===== config.mk =====
export PLATFORM = sky130hd
export DESIGN_NAME = cb_read_sched_flat
export DESIGN_NICKNAME = d
export VERILOG_FILES = /design/src/rtl/cb_read_sched_if.sv /design/src/rtl/cb_read_sched.sv /design/src/flat_wrapper.sv
export SDC_FILE = /design/constraint.sdc
export NUM_CORES = 1
export LEC_CHECK = 0
export BUFFER_PORTS_ARGS = -buffer_cell sky130_fd_sc_hd__buf_2
export CORE_MARGIN = 1.5
export CORE_UTILIZATION = 55
export CTS_BUF_LIST = sky130_fd_sc_hd__clkbuf_16
export CTS_CLUSTER_DIAMETER = 80
export DETAILED_ROUTE_END_ITERATION = 10
export HOLD_SLACK_MARGIN = 0.08
export MAX_ROUTING_LAYER = met4
export PLACE_DENSITY = 0.78
export SETUP_SLACK_MARGIN = 0.15
export SYNTH_ARGS = -nofsm -noshare
export SYNTH_HDL_FRONTEND = slang
export SYNTH_SLANG_ARGS = --single-unit

===== constraint.sdc =====
create_clock -name clk -period 4.8 [get_ports clk]
set_clock_uncertainty 0.05 [all_clocks]
set_input_delay 0.24 -clock clk [delete_from_list [all_inputs] [get_ports clk]]
set_output_delay 0.24 -clock clk [all_outputs]
set_load 0.02 [all_outputs]

===== src/rtl/cb_read_sched_if.sv =====
// Command/CB port-A bundle for cb_read_sched: command handshake in, read strobes and mapper controls out.
interface cb_read_sched_if #(
  parameter int CB_AW           = 10,
  parameter int SEQ_CNT_DW      = 10,
  parameter int CB_DOUTA_SEL_DW = 5
);
  logic                       cmd_valid;
  logic                       cmd_ready;
  logic [2:0]                 cmd_target;
  logic [1:0]                 cmd_dir;
  logic [CB_AW-1:0]           cmd_base;
  logic [SEQ_CNT_DW-1:0]      cmd_len;
  logic                       cmd_l_k_0;
  logic                       CB_ena;
  logic [CB_AW-1:0]           CB_addra;
  logic [SEQ_CNT_DW-1:0]      seq_cnt_out;
  logic [CB_DOUTA_SEL_DW-1:0] CB_douta_sel;
  logic                       l_k_0;
  logic                       busy;
  logic                       done;
  logic                       err;

  modport slave (
    input  cmd_valid, cmd_target, cmd_dir, cmd_base, cmd_len, cmd_l_k_0,
    output cmd_ready, CB_ena, CB_addra, seq_cnt_out, CB_douta_sel, l_k_0, busy, done, err
  );

  modport master (
    output cmd_valid, cmd_target, cmd_dir, cmd_base, cmd_len, cmd_l_k_0,
    input  cmd_ready, CB_ena, CB_addra, seq_cnt_out, CB_douta_sel, l_k_0, busy, done, err
  );
endinterface


===== src/rtl/cb_read_sched.sv =====
// CB port-A read sequencer: issues len consecutive row reads from base, then waits RD_LAT
// cycles so the delayed mapper select covers the last returned row before signalling done.
module cb_read_sched #(
  parameter int L               = 4,
  parameter int CB_AW           = 10,
  parameter int SEQ_CNT_DW      = 10,
  parameter int CB_DOUTA_SEL_DW = 5,
  parameter int RD_LAT          = 2
) (
  input  logic            clk,
  input  logic            sys_rst_n,
  cb_read_sched_if.slave  bus
);

  if (RD_LAT < 1 || RD_LAT > 7 || L < 1 || CB_DOUTA_SEL_DW != 5) begin : g_param_chk
    $error("cb_read_sched: unsupported parameter set");
  end

  typedef enum logic [1:0] {S_IDLE, S_ISSUE, S_DRAIN, S_DONE} state_t;

  state_t                    state_q, state_d;
  logic [2:0]                tgt_q, tgt_d;
  logic [1:0]                dir_q, dir_d;
  logic [CB_AW-1:0]          base_q, base_d;
  logic [SEQ_CNT_DW-1:0]     len_q, len_d;
  logic [SEQ_CNT_DW-1:0]     seq_q, seq_d;
  logic [2:0]                drn_q, drn_d;
  logic                      ill_q, ill_d;

  logic                      ready_q, ready_d;
  logic                      ena_q, ena_d;
  logic [CB_AW-1:0]          addra_q, addra_d;
  logic [SEQ_CNT_DW-1:0]     seqo_q, seqo_d;
  logic                      lk_q, lk_d;
  logic                      busy_q, busy_d;
  logic                      done_q, done_d;
  logic                      err_q, err_d;

  logic [RD_LAT-1:0]                       vld_pipe_q, vld_pipe_d;
  logic [RD_LAT-1:0][CB_DOUTA_SEL_DW-1:0]  sel_pipe_q, sel_pipe_d;

  logic accept, illegal, tgt_ok;

  always_comb begin
    state_d = state_q;
    tgt_d   = tgt_q;
    dir_d   = dir_q;
    base_d  = base_q;
    len_d   = len_q;
    seq_d   = seq_q;
    drn_d   = drn_q;
    ill_d   = ill_q;
    ready_d = 1'b0;
    ena_d   = 1'b0;
    addra_d = '0;
    seqo_d  = '0;
    lk_d    = lk_q;
    done_d  = 1'b0;
    err_d   = 1'b0;

    accept  = bus.cmd_valid && ready_q;
    tgt_ok  = bus.cmd_target inside {3'd1, 3'd2, 3'd3, 3'd4};
    // CBa_TBa only has a NEW mapping; every other target needs a nonzero direction
    illegal = !tgt_ok || (bus.cmd_dir == 2'b00) ||
              ((bus.cmd_target == 3'd4) && (bus.cmd_dir != 2'b11));

    unique case (state_q)
      S_IDLE: begin
        ready_d = !accept;
        if (accept) begin
          tgt_d   = bus.cmd_target;
          dir_d   = bus.cmd_dir;
          base_d  = bus.cmd_base;
          len_d   = bus.cmd_len;
          lk_d    = bus.cmd_l_k_0;
          seq_d   = '0;
          ill_d   = illegal;
          state_d = (illegal || bus.cmd_len == '0) ? S_DONE : S_ISSUE;
        end
      end
      S_ISSUE: begin
        ena_d   = 1'b1;
        addra_d = base_q + CB_AW'(seq_q);
        seqo_d  = seq_q;
        seq_d   = seq_q + SEQ_CNT_DW'(1);
        if (seq_q == len_q - SEQ_CNT_DW'(1)) begin
          state_d = S_DRAIN;
          drn_d   = '0;
        end
      end
      S_DRAIN: begin
        if (drn_q == 3'(RD_LAT - 1)) state_d = S_DONE;
        else                         drn_d   = drn_q + 3'd1;
      end
      S_DONE: begin
        done_d  = 1'b1;
        err_d   = ill_q;
        state_d = S_IDLE;
      end
      default: state_d = S_IDLE;
    endcase

    busy_d = (state_q != S_IDLE) || accept;

    // select follows each issued row by RD_LAT cycles, matching CB_douta arrival
    vld_pipe_d[0] = ena_q;
    sel_pipe_d[0] = {tgt_q, dir_q};
    for (int i = 1; i < RD_LAT; i++) begin
      vld_pipe_d[i] = vld_pipe_q[i-1];
      sel_pipe_d[i] = sel_pipe_q[i-1];
    end
  end

  always_ff @(posedge clk) begin
    if (!sys_rst_n) begin
      state_q    <= S_IDLE;
      tgt_q      <= '0;
      dir_q      <= '0;
      base_q     <= '0;
      len_q      <= '0;
      seq_q      <= '0;
      drn_q      <= '0;
      ill_q      <= 1'b0;
      ready_q    <= 1'b0;
      ena_q      <= 1'b0;
      addra_q    <= '0;
      seqo_q     <= '0;
      lk_q       <= 1'b0;
      busy_q     <= 1'b0;
      done_q     <= 1'b0;
      err_q      <= 1'b0;
      vld_pipe_q <= '0;
      sel_pipe_q <= '0;
    end else begin
      state_q    <= state_d;
      tgt_q      <= tgt_d;
      dir_q      <= dir_d;
      base_q     <= base_d;
      len_q      <= len_d;
      seq_q      <= seq_d;
      drn_q      <= drn_d;
      ill_q      <= ill_d;
      ready_q    <= ready_d;
      ena_q      <= ena_d;
      addra_q    <= addra_d;
      seqo_q     <= seqo_d;
      lk_q       <= lk_d;
      busy_q     <= busy_d;
      done_q     <= done_d;
      err_q      <= err_d;
      vld_pipe_q <= vld_pipe_d;
      sel_pipe_q <= sel_pipe_d;
    end
  end

  assign bus.cmd_ready    = ready_q;
  assign bus.CB_ena       = ena_q;
  assign bus.CB_addra     = addra_q;
  assign bus.seq_cnt_out  = seqo_q;
  assign bus.CB_douta_sel = vld_pipe_q[RD_LAT-1] ? sel_pipe_q[RD_LAT-1] : '0;
  assign bus.l_k_0        = lk_q;
  assign bus.busy         = busy_q;
  assign bus.done         = done_q;
  assign bus.err          = err_q;

endmodule


===== src/flat_wrapper.sv =====
// flat-port wrapper written by rule: the top's interface ports become plain ports
module cb_read_sched_flat 
#(
  parameter int L               = 4,
  parameter int CB_AW           = 10,
  parameter int SEQ_CNT_DW      = 10,
  parameter int CB_DOUTA_SEL_DW = 5,
  parameter int RD_LAT          = 2
)
  (clk, sys_rst_n, bus_cmd_valid, bus_cmd_target, bus_cmd_dir, bus_cmd_base, bus_cmd_len, bus_cmd_l_k_0, bus_cmd_ready, bus_CB_ena, bus_CB_addra, bus_seq_cnt_out, bus_CB_douta_sel, bus_l_k_0, bus_busy, bus_done, bus_err);
  cb_read_sched_if #(.CB_AW(CB_AW), .SEQ_CNT_DW(SEQ_CNT_DW), .CB_DOUTA_SEL_DW(CB_DOUTA_SEL_DW)) bus_i ();
  input  logic clk;
  input  logic sys_rst_n;
  input wire logic [$bits(bus_i.cmd_valid)-1:0] bus_cmd_valid;
  input wire logic [$bits(bus_i.cmd_target)-1:0] bus_cmd_target;
  input wire logic [$bits(bus_i.cmd_dir)-1:0] bus_cmd_dir;
  input wire logic [$bits(bus_i.cmd_base)-1:0] bus_cmd_base;
  input wire logic [$bits(bus_i.cmd_len)-1:0] bus_cmd_len;
  input wire logic [$bits(bus_i.cmd_l_k_0)-1:0] bus_cmd_l_k_0;
  output wire logic [$bits(bus_i.cmd_ready)-1:0] bus_cmd_ready;
  output wire logic [$bits(bus_i.CB_ena)-1:0] bus_CB_ena;
  output wire logic [$bits(bus_i.CB_addra)-1:0] bus_CB_addra;
  output wire logic [$bits(bus_i.seq_cnt_out)-1:0] bus_seq_cnt_out;
  output wire logic [$bits(bus_i.CB_douta_sel)-1:0] bus_CB_douta_sel;
  output wire logic [$bits(bus_i.l_k_0)-1:0] bus_l_k_0;
  output wire logic [$bits(bus_i.busy)-1:0] bus_busy;
  output wire logic [$bits(bus_i.done)-1:0] bus_done;
  output wire logic [$bits(bus_i.err)-1:0] bus_err;
  assign bus_i.cmd_valid = bus_cmd_valid;
  assign bus_i.cmd_target = bus_cmd_target;
  assign bus_i.cmd_dir = bus_cmd_dir;
  assign bus_i.cmd_base = bus_cmd_base;
  assign bus_i.cmd_len = bus_cmd_len;
  assign bus_i.cmd_l_k_0 = bus_cmd_l_k_0;
  assign bus_cmd_ready = bus_i.cmd_ready;
  assign bus_CB_ena = bus_i.CB_ena;
  assign bus_CB_addra = bus_i.CB_addra;
  assign bus_seq_cnt_out = bus_i.seq_cnt_out;
  assign bus_CB_douta_sel = bus_i.CB_douta_sel;
  assign bus_l_k_0 = bus_i.l_k_0;
  assign bus_busy = bus_i.busy;
  assign bus_done = bus_i.done;
  assign bus_err = bus_i.err;
  cb_read_sched #(.L(L), .CB_AW(CB_AW), .SEQ_CNT_DW(SEQ_CNT_DW), .CB_DOUTA_SEL_DW(CB_DOUTA_SEL_DW), .RD_LAT(RD_LAT)) u_core (.clk(clk), .sys_rst_n(sys_rst_n), .bus(bus_i));
endmodule

== After elaboration in Yosys (flattened, before gate mapping) ==
Index checks and enable logic that the tools add are counted.
Word-level totals
  output and inout port bits: 31
  flip-flop bits (word level): 79
Operators by class
  reductions and logical operators: 22
  equality and inequality tests: 14
  $add $sub $neg: 4
  muxes and demuxes: 13
Operators with widths (count)
  10-bit one-hot mux with 2 select lines: 1
  10-bit by 1-bit adder with 10-bit output (second input constant): 1
  10-bit adder: 1
  10-bit equality test: 1
  10-bit zero test: 1
  10-bit two-way mux: 1
  2-bit AND reduction: 5
  10-bit by 1-bit subtractor with 10-bit output (second input constant): 1
  2-bit two-way mux: 4
  2-bit one-hot mux with 4 select lines: 1
  3-bit by 1-bit equality test with 1-bit output (second input constant): 2
  3-bit by 2-bit equality test with 1-bit output (second input constant): 2
  3-bit two-way mux: 2
  2-bit by 1-bit inequality test with 1-bit output (second input constant): 3
  3-bit one-hot mux with 2 select lines: 1
  3-bit AND reduction: 2
  2-bit nonzero test: 3
  5-bit two-way mux: 1
  2-bit equality test (second input constant): 2
  2-bit zero test: 2
  1-bit logical OR: 4
  2-bit inequality test (second input constant): 2
  4-bit nonzero test: 1
  3-bit by 1-bit adder with 3-bit output (second input constant): 1
  5 further kinds: 8

== Logic depth before layout (Yosys ltp) ==
Gate-level depths: netlist of the first run.
  word-level depth: 9
  depth in mapped cells: 10
  mapped depth without buffers: 10

== Worst setup path before layout of the first run ==
OpenSTA, ideal clock, no wires.
  path type: register to register
  start: register u_core.len_q[0]
  end: register u_core.state_q[0]
  slack: 2.548 ns
  data arrival time: 2.085 ns
  buffers on the path: 0
  setup time: 0.116 ns
  cell stages (with the launch flop): 10
  clock period less this slack: 2.252 ns
  cells stage by stage: dfxtp_1 -> inv_1 -> ha_1 -> o21ba_2 -> a221oi_1 -> a41oi_1 -> nor4_4 -> o21ai_2 -> a211o_1 -> o211a_1
Between the ends
  cells in the longest elaborated chain, start to end: 4
RTL lines
  start, declared: RTL line cb_read_sched.sv:25  | logic [SEQ_CNT_DW-1:0] len_q, len_d;
  start signal, assigned: RTL line cb_read_sched.sv:139  | len_q <= len_d;
  10-bit by 1-bit subtractor with 10-bit output: RTL line cb_read_sched.sv:86  | if (seq_q == len_q - SEQ_CNT_DW'(1)) begin
  10-bit equality test: RTL line cb_read_sched.sv:86
  2-bit by 1-bit inequality test with 1-bit output (no source line)
  3-bit AND reduction (no source line)
  end signal, assigned: RTL line cb_read_sched.sv:135  | state_q <= state_d;
  end, declared: RTL line cb_read_sched.sv:21  | state_t state_q, state_d;
Every way passes these cells.
A chain may end at the register's enable or synchronous reset.

== Final worst setup path of the first run ==
  start: register u_core.len_q[0]
  end: register u_core.drn_q[1]
Between the ends
  cells in the longest elaborated chain, start to end: 4
RTL lines
  10-bit by 1-bit subtractor with 10-bit output: RTL line cb_read_sched.sv:86
  10-bit equality test: RTL line cb_read_sched.sv:86
  2-bit by 1-bit inequality test with 1-bit output (no source line)
  3-bit AND reduction (no source line)
  end signal, assigned: RTL line cb_read_sched.sv:141  | drn_q <= drn_d;
  end, declared: RTL line cb_read_sched.sv:27  | logic [2:0] drn_q, drn_d;
Every way passes these cells.

==> results of run 1 <==
-- worst register-to-register path, stage by stage (launching register included) --
cell,delay (ns)
dfxtp_1,0.44
inv_1,0.07
ha_1,0.27
o21ba_2,0.22
a221oi_1,0.32
a41oi_1,0.13
nor4_4,0.37
nand2b_1,0.19
and2_1,0.20
mux2i_1,0.19
-- cells in the final DEF, fill, tap and decap left out, types with 2 or more instances in the layout --
| cell | count |
|---|---|
| and3_1 | 16 |
| nor2_1 | 28 |
| nor4_4 | 2 |
| nor4_1 | 2 |
| inv_1 | 16 |
| and2_1 | 20 |
| buf_2 | 59 |
| mux2i_1 | 5 |
| nand3_1 | 9 |
| xnor2_1 | 12 |
| xor2_1 | 16 |
| nand2b_1 | 4 |
| or3_1 | 3 |
| nor2b_1 | 2 |
| o21a_1 | 3 |
| dfxtp_1 | 79 |
| o21ai_0 | 6 |
| o211ai_1 | 3 |
| nand2_1 | 67 |
| o21ai_1 | 2 |
| nand4_1 | 4 |
| ha_1 | 17 |
| nand3b_1 | 3 |
| clkbuf_16 | 9 |
| a21oi_1 | 37 |
| nor3_1 | 7 |
| inv_6 | 2 |
-- power by group through the flow --
stage                     Combinational (mW)  Clock [mW]  Sequential, mW
after floorplan                        0.331           0           0.780
after global placement                 0.425           0           0.773
after detailed placement               0.435           0           0.776
after CTS                              0.441       0.700           0.762
after global routing                   0.495       0.731           0.771
final                                  0.442       0.692           0.763
-- worst min-delay path by stage --
stage	startpoint	endpoint
after floorplan	bus_cmd_dir[0]	u_core.dir_q[0]$_SDFFE_PN0P_
after global placement	u_core.sel_pipe_d[9]$_SDFF_PN0_	u_core.sel_pipe_q[9]$_SDFF_PN0_
after detailed placement	u_core.sel_pipe_d[8]$_SDFF_PN0_	u_core.sel_pipe_q[8]$_SDFF_PN0_
after CTS	bus_cmd_base[4]	u_core.base_q[4]$_SDFFE_PN0P_
after global routing	bus_cmd_base[6]	u_core.base_q[6]$_SDFFE_PN0P_
final	bus_cmd_base[9]	u_core.base_q[9]$_SDFFE_PN0P_
-- layer usage --
| metal | global-route usage | share of wire |
|---|---|---|
| met1 | 0.302 | 0.47 |
| met2 | 0.368 | 0.46 |
| met3 | 0.0527 | 0.057 |
| met4 | 0.105 | 0.016 |
| met5 | - | 0 |
-- flip-flops by register name, indices dropped and copies added, names as in the netlist --
| name | cells |
|---|---|
| u_core.base_q | 10 |
| u_core.bus.CB_addra | 10 |
| u_core.bus.CB_ena | 1 |
| u_core.bus.busy | 1 |
| u_core.bus.cmd_ready | 1 |
| u_core.bus.done | 1 |
| u_core.bus.err | 1 |
| u_core.bus.l_k_0 | 1 |
| u_core.bus.seq_cnt_out | 10 |
| u_core.dir_q | 2 |
| u_core.drn_q | 3 |
| u_core.ill_q | 1 |
| u_core.len_q | 10 |
| u_core.sel_pipe_d | 5 |
| u_core.sel_pipe_q | 5 |
| u_core.seq_q | 10 |
| u_core.state_q | 2 |
| u_core.tgt_q | 3 |
| u_core.vld_pipe_q | 2 |
-- stage by stage --
stage          hold slack (ns)  instances  utilization
3_3_place_gp             0.366        517        0.633
6_report                0.0953        533        0.683
5_1_grt                 0.0984        533        0.683
3_5_place_dp             0.372        517        0.633
4_1_cts                 0.0892        533        0.683
2_1_floorplan            0.326        400            -
-- layout make-up --
cell class	instances	share of cell area
multi-input cells	287	0.431
flip-flops and latches	79	0.384
repair buffers	60	0.0735
clock buffers	9	0.0547
well taps	75	0.0228
clock inverters	7	0.0194
inverters	16	0.0146
-- cell families (layout without fill, tap and decap cells) --
family          Yosys count  count (layout)  synth area share
buf+inv                  34              92            0.0366
flops                    79              79             0.454
compound gates           64              64             0.111
simple gates            172             172             0.247
fa+ha+maj                18              18            0.0668
mux                       5               5            0.0144
xor+xnor                 28              28            0.0704
==> metrics.md, run 1 <==
| Metric | Value |
|---|---|
| H-tree depth | 3 |
| Post-synth top area cell | dfxtp_1 |
| Chip width | 82.6 µm |
| Global-route wire length before repair | 11900 µm |
| Top post-synthesis cells by area | dfxtp_1, nand2_1, ha_1 |
| Crit path DAT | 2.72 ns |
| P&R area growth vs syn | 18.2% |
| Number of routed nets with antenna violations | 0 |
| Unrepaired setup endpoints after global routing | false |
| Final net count | 500 |
| Critical Path Fanout Max | 6 |
| Period Utilization, post-route | 0.524 |
| Sum Neg Setup Slack | 0 ns |
| DIE AREA | 6820 µm² |
| Syn Inst Count | 400 |
| # hold bufs at CTS | 0 |
| Port buffer count | 59 |
| Worst r2r src | u_core.len_q[0]$_SDFFE_PN0P_ |
| Cells on worst reg2reg path | 9 |
| Crit path depth | 9 |
| Clock network fraction of total power | 0.365 |
| Clock tree sinks | 79 |
| Initial DRC Count | 143 |
| Via count | 2889 |
| Bufs and invs on worst path | 1 |
| Worst path required time | 5.01 ns |
| Total Wirelength | 7360 µm |
| Top post-synthesis cells by count | dfxtp_1, nand2_1, a21oi_1, nor2_1, and2_1 |
| Worst slack, placed | 2.34 ns |
| Cell area after layout | 4120 µm² |
| Core Footprint | 6030 µm² |
| Antenna violations before repair | 0 |
| DR WL/cell | 13.8 µm |
| Max VDD drop | 0.000295 V |
| Leak | 1.83 nW |
| Via density | 5.42 |
| Crit path capture type | flop |
| Area after DPL | 3810 µm² |
| Clock Tree Buf Depth | 2 |
| Worst setup margin | 2.29 ns |
| Syn nets | 447 |
| Fmax | 0.398 GHz |
| Slowest cell on the critical path | dfxtp_1 |
| Async SR Flop Fraction | 0 |
| Worst-Margin Slew | 0.999 ns |
| Post-CTS setup buffers | 0 |
| Post-synth EDFFs | 0 |
| Largest net degree at the start of global routing | 37 |
| Vias in the first global route | 2552 |
| Minimum clock period | 2.51 ns |
| Relative slew slack | 0.333 |
| Setup crit end | u_core.drn_q[1]$_SDFFE_PN0P_ |
| Seq pwr share | 0.402 |
| Hold depth | 3 |
| Flop and latch count out of synthesis | 79 |
| Unique masters post-synth | 45 |
| Comb pwr share | 0.233 |
| Worst-Skew Late Latency | 0.33 ns |
| Crit Path Class | reg -> reg |
| Hold Crit Class | in -> reg |
| DP HPWL | 5080 µm |
| CP delay by family, top | simple AND/OR/NAND/NOR gates |
| Post-cts repair resize count | 0 |
| Top FF cell, synth | dfxtp_1 |
| P_int | 1.30 mW |
| Hold Vio Cnt, Final | 0 |
| Die Y | 82.6 µm |
| Fin. max-slew vios | 0 |
| Layout cell share with drive strength beyond 1 | 0.181 |
| DR pass1 iterations | 4 |
| Worst R2R Setup Slack | 2.29 ns |
| Slowest stage delay, CP | 0.44 ns |
| Register area | 1580 µm² |
| Setup crit start | u_core.len_q[0]$_SDFFE_PN0P_ |
| GRT Util Overall | 0.239 |
| Startpoint type of the worst setup path | flop |
| N_diodes | 0 |
| Initial Util | 0.578 |
| Most frequent cell after synthesis | dfxtp_1 |
| # setup viols final | 0 |
| Reg2Reg Capture Point | u_core.drn_q[1]$_SDFFE_PN0P_ |
| TritonCTS buffer count | 9 |
| Multi-input gate area | 1770 µm² |
| PD cells | 461 nW/µm² |
| Total power | 1.90 mW |
| Root Buffer | clkbuf_16 |
| GRT overflow | 0 |
| GPL Wtd Cong | 0.847 |
| Worst-path cell chain | inv_1 -> ha_1 -> o21ba_2 -> a221oi_1 -> a41oi_1 -> nor4_4 -> nand2b_1 -> and2_1 -> mux2i_1 |
| Post-synth top area share | 0.454 |
| Drt drc | 0 |
| Switch share | 0.315 |
| Outcome | finished, final reports clean |
| YS warnings | 0 |
| CTS tree | built |
| I/O pin count | 60 |
| Clk slew on worst S/H paths | 0.06 ns |
| Row count | 28 |
| Max cap viols | 0 |
| # fillers | 502 |
| Psw | 0.597 mW |
| Syn Area/Cell | 8.71 µm² |
| Seq/Total Area, Yosys | 0.454 |
| Mapped cell area | 3480 µm² |
Note: power is estimated with default switching activity, not from simulation.
==> run 2: changes to the inputs <==
==> constraint.sdc (replaced) <==
create_clock -name clk -period 2.6 [get_ports clk]
set_clock_uncertainty 0.05 [all_clocks]
set_input_delay 0.13 -clock clk [delete_from_list [all_inputs] [get_ports clk]]
set_output_delay 0.13 -clock clk [all_outputs]
set_load 0.02 [all_outputs]
==> metrics.md, run 2 (synthesis results as in run 1) <==
| Metric | Value |
|---|---|
| Worst path required time | 2.82 ns |
| Post-CTS setup buffers | 0 |
| TritonCTS buffer count | 9 |
| Antenna violations before repair | 0 |
| Number of routed nets with antenna violations | 0 |
| Max cap viols | 0 |
| Most frequent cells in the layout | dfxtp_1, nand2_1, buf_2 |
| Clock network fraction of total power | 0.353 |
| DIE AREA | 6820 µm² |
| Max VDD drop | 0.000523 V |
| Drt drc | 0 |
| Period Utilization, post-route | 0.894 |
| Via count | 2998 |
| Seq pwr share | 0.394 |
| Largest net degree at the start of global routing | 36 |
| Worst-Skew Late Latency | 0.34 ns |
| Via density | 5.31 |
| Area after DPL | 3860 µm² |
| Global-route wire length before repair | 12700 µm |
| # fillers | 450 |
| GPL Wtd Cong | 0.865 |
| Final net count | 532 |
| Crit path DAT | 2.54 ns |
| DR pass1 iterations | 4 |
| Die Y | 82.6 µm |
| Crit path capture type | flop |
| Worst-path cell chain | or4_4 -> or2_1 -> a21o_1 -> a31oi_2 -> o31a_1 -> and2_1 -> mux2i_1 |
| Port buffer count | 59 |
| Root Buffer | clkbuf_16 |
| Sum Neg Setup Slack | 0 ns |
| Minimum clock period | 2.33 ns |
| Most common cell after layout, fill and taps aside | dfxtp_1 |
| Chip width | 82.6 µm |
| Initial Util | 0.578 |
| Cell area after layout | 4450 µm² |
| Vias in the first global route | 2776 |
| Clock tree sinks | 79 |
| Unrepaired setup endpoints after global routing | false |
| Slowest stage delay, CP | 0.60 ns |
| Core Footprint | 6030 µm² |
| Total Wirelength | 8010 µm |
| Relative slew slack | 0.337 |
| Hold Vio Cnt, Final | 0 |
| Crit Path Class | reg -> reg |
| Psw | 1.12 mW |
| Clk slew on worst S/H paths | 0.06 ns |
| DR WL/cell | 14.2 µm |
| Comb pwr share | 0.254 |
| Placed cells | 522 |
| Layout cell share with drive strength beyond 1 | 0.184 |
| N_diodes | 0 |
| GRT overflow | 0 |
| P_int | 2.45 mW |
| H-tree depth | 3 |
| Row count | 28 |
| Worst-Margin Slew | 0.994 ns |
| # setup viols final | 0 |
| PD cells | 801 nW/µm² |
| Fmax | 0.430 GHz |
| Leak | 1.97 nW |
| Startpoint type of the worst setup path | flop |
| Switch share | 0.313 |
| Clock Tree Buf Depth | 2 |
| I/O pin count | 60 |
| Initial DRC Count | 117 |
| CTS tree | built |
| GRT Util Overall | 0.259 |
| Slowest cell on the critical path | or4_4 |
| Fin. max-slew vios | 0 |
| Critical Path Fanout Max | 7 |
| Outcome | finished, final reports clean |
| Layout Cells excl Fill | 565 |
| Hold Crit Class | in -> reg |
| DP HPWL | 5230 µm |
| P&R area growth vs syn | 27.6% |
## run 2: worst max-delay path, delay by kind of cell (launching register included)
kind               cells  cell delay (ns)
and+or+nand+nor        3             1.05
DFF                    1             0.36
AOI/OAI and AO/OA      3             0.63
muxes                  1             0.19
## run 2: metal layers
| layer | wire length [µm] | track usage | share of wire | up-vias |
|---|---|---|---|---|
| met2 | 3880 | 0.438 | 0.49 | 71 |
| met1 | 3660 | 0.297 | 0.46 | 1397 |
| met4 | 160 | 0.123 | 0.020 | 0 |
| met3 | 308 | 0.0429 | 0.038 | 15 |
| li1 | - | - | - | 1515 |
| met5 | 0 | - | 0 | - |
## run 2: per-stage QoR
stage	util	total power [mW]	hold slack, ns	worst slack (ns)
5_1_grt	0.738	3.73	0.280	0.157
3_3_place_gp	0.641	2.24	0.320	0.268
6_report	0.738	3.56	0.254	0.274
2_1_floorplan	-	2.05	0.216	0.348
3_5_place_dp	0.641	2.27	0.328	0.172
4_1_cts	0.735	3.54	0.246	0.161
## run 2: cell type report
class                           instances  area [µm²]  area share
Inverter                               16        60.1      0.0135
Timing Repair Buffer                   92         623       0.140
Sequential cell                        79        1580       0.356
Clock buffer                            9         225      0.0507
Multi-Input combinational cell        287        1790       0.402
Clock inverter                          7        71.3      0.0160
Tap cell                               75        93.8      0.0211
## run 2: power groups by stage
stage          clock (mW)  sequential (mW)  combinational, mW
6_report             1.26             1.40              0.904
5_1_grt              1.31             1.41               1.00
4_1_cts              1.26             1.40              0.884
3_5_place_dp            0             1.43              0.839
3_3_place_gp            0             1.42              0.819
2_1_floorplan           0             1.44              0.610
## run 2: final timing paths
kind / start / to / slack, ns / depth (start not counted)
max: u_core.len_q[2]$_SDFFE_PN0P_ / u_core.drn_q[1]$_SDFFE_PN0P_ / 0.27 / 7
min: sys_rst_n / u_core.state_q[0]$_SDFFE_PN0P_ / 0.25 / 3
max reg2reg: u_core.len_q[2]$_SDFFE_PN0P_ / u_core.drn_q[1]$_SDFFE_PN0P_ / 0.27 / 7
min reg2reg: u_core.sel_pipe_d[8]$_SDFF_PN0_ / u_core.sel_pipe_q[8]$_SDFF_PN0_ / 0.38 / 1
## run 2: what timing repair did
action	CTS	global route
hold buffers	27	0
resized for setup	0	4
endpoints found under the hold margin	27	0
endpoints found under the setup margin	0	7
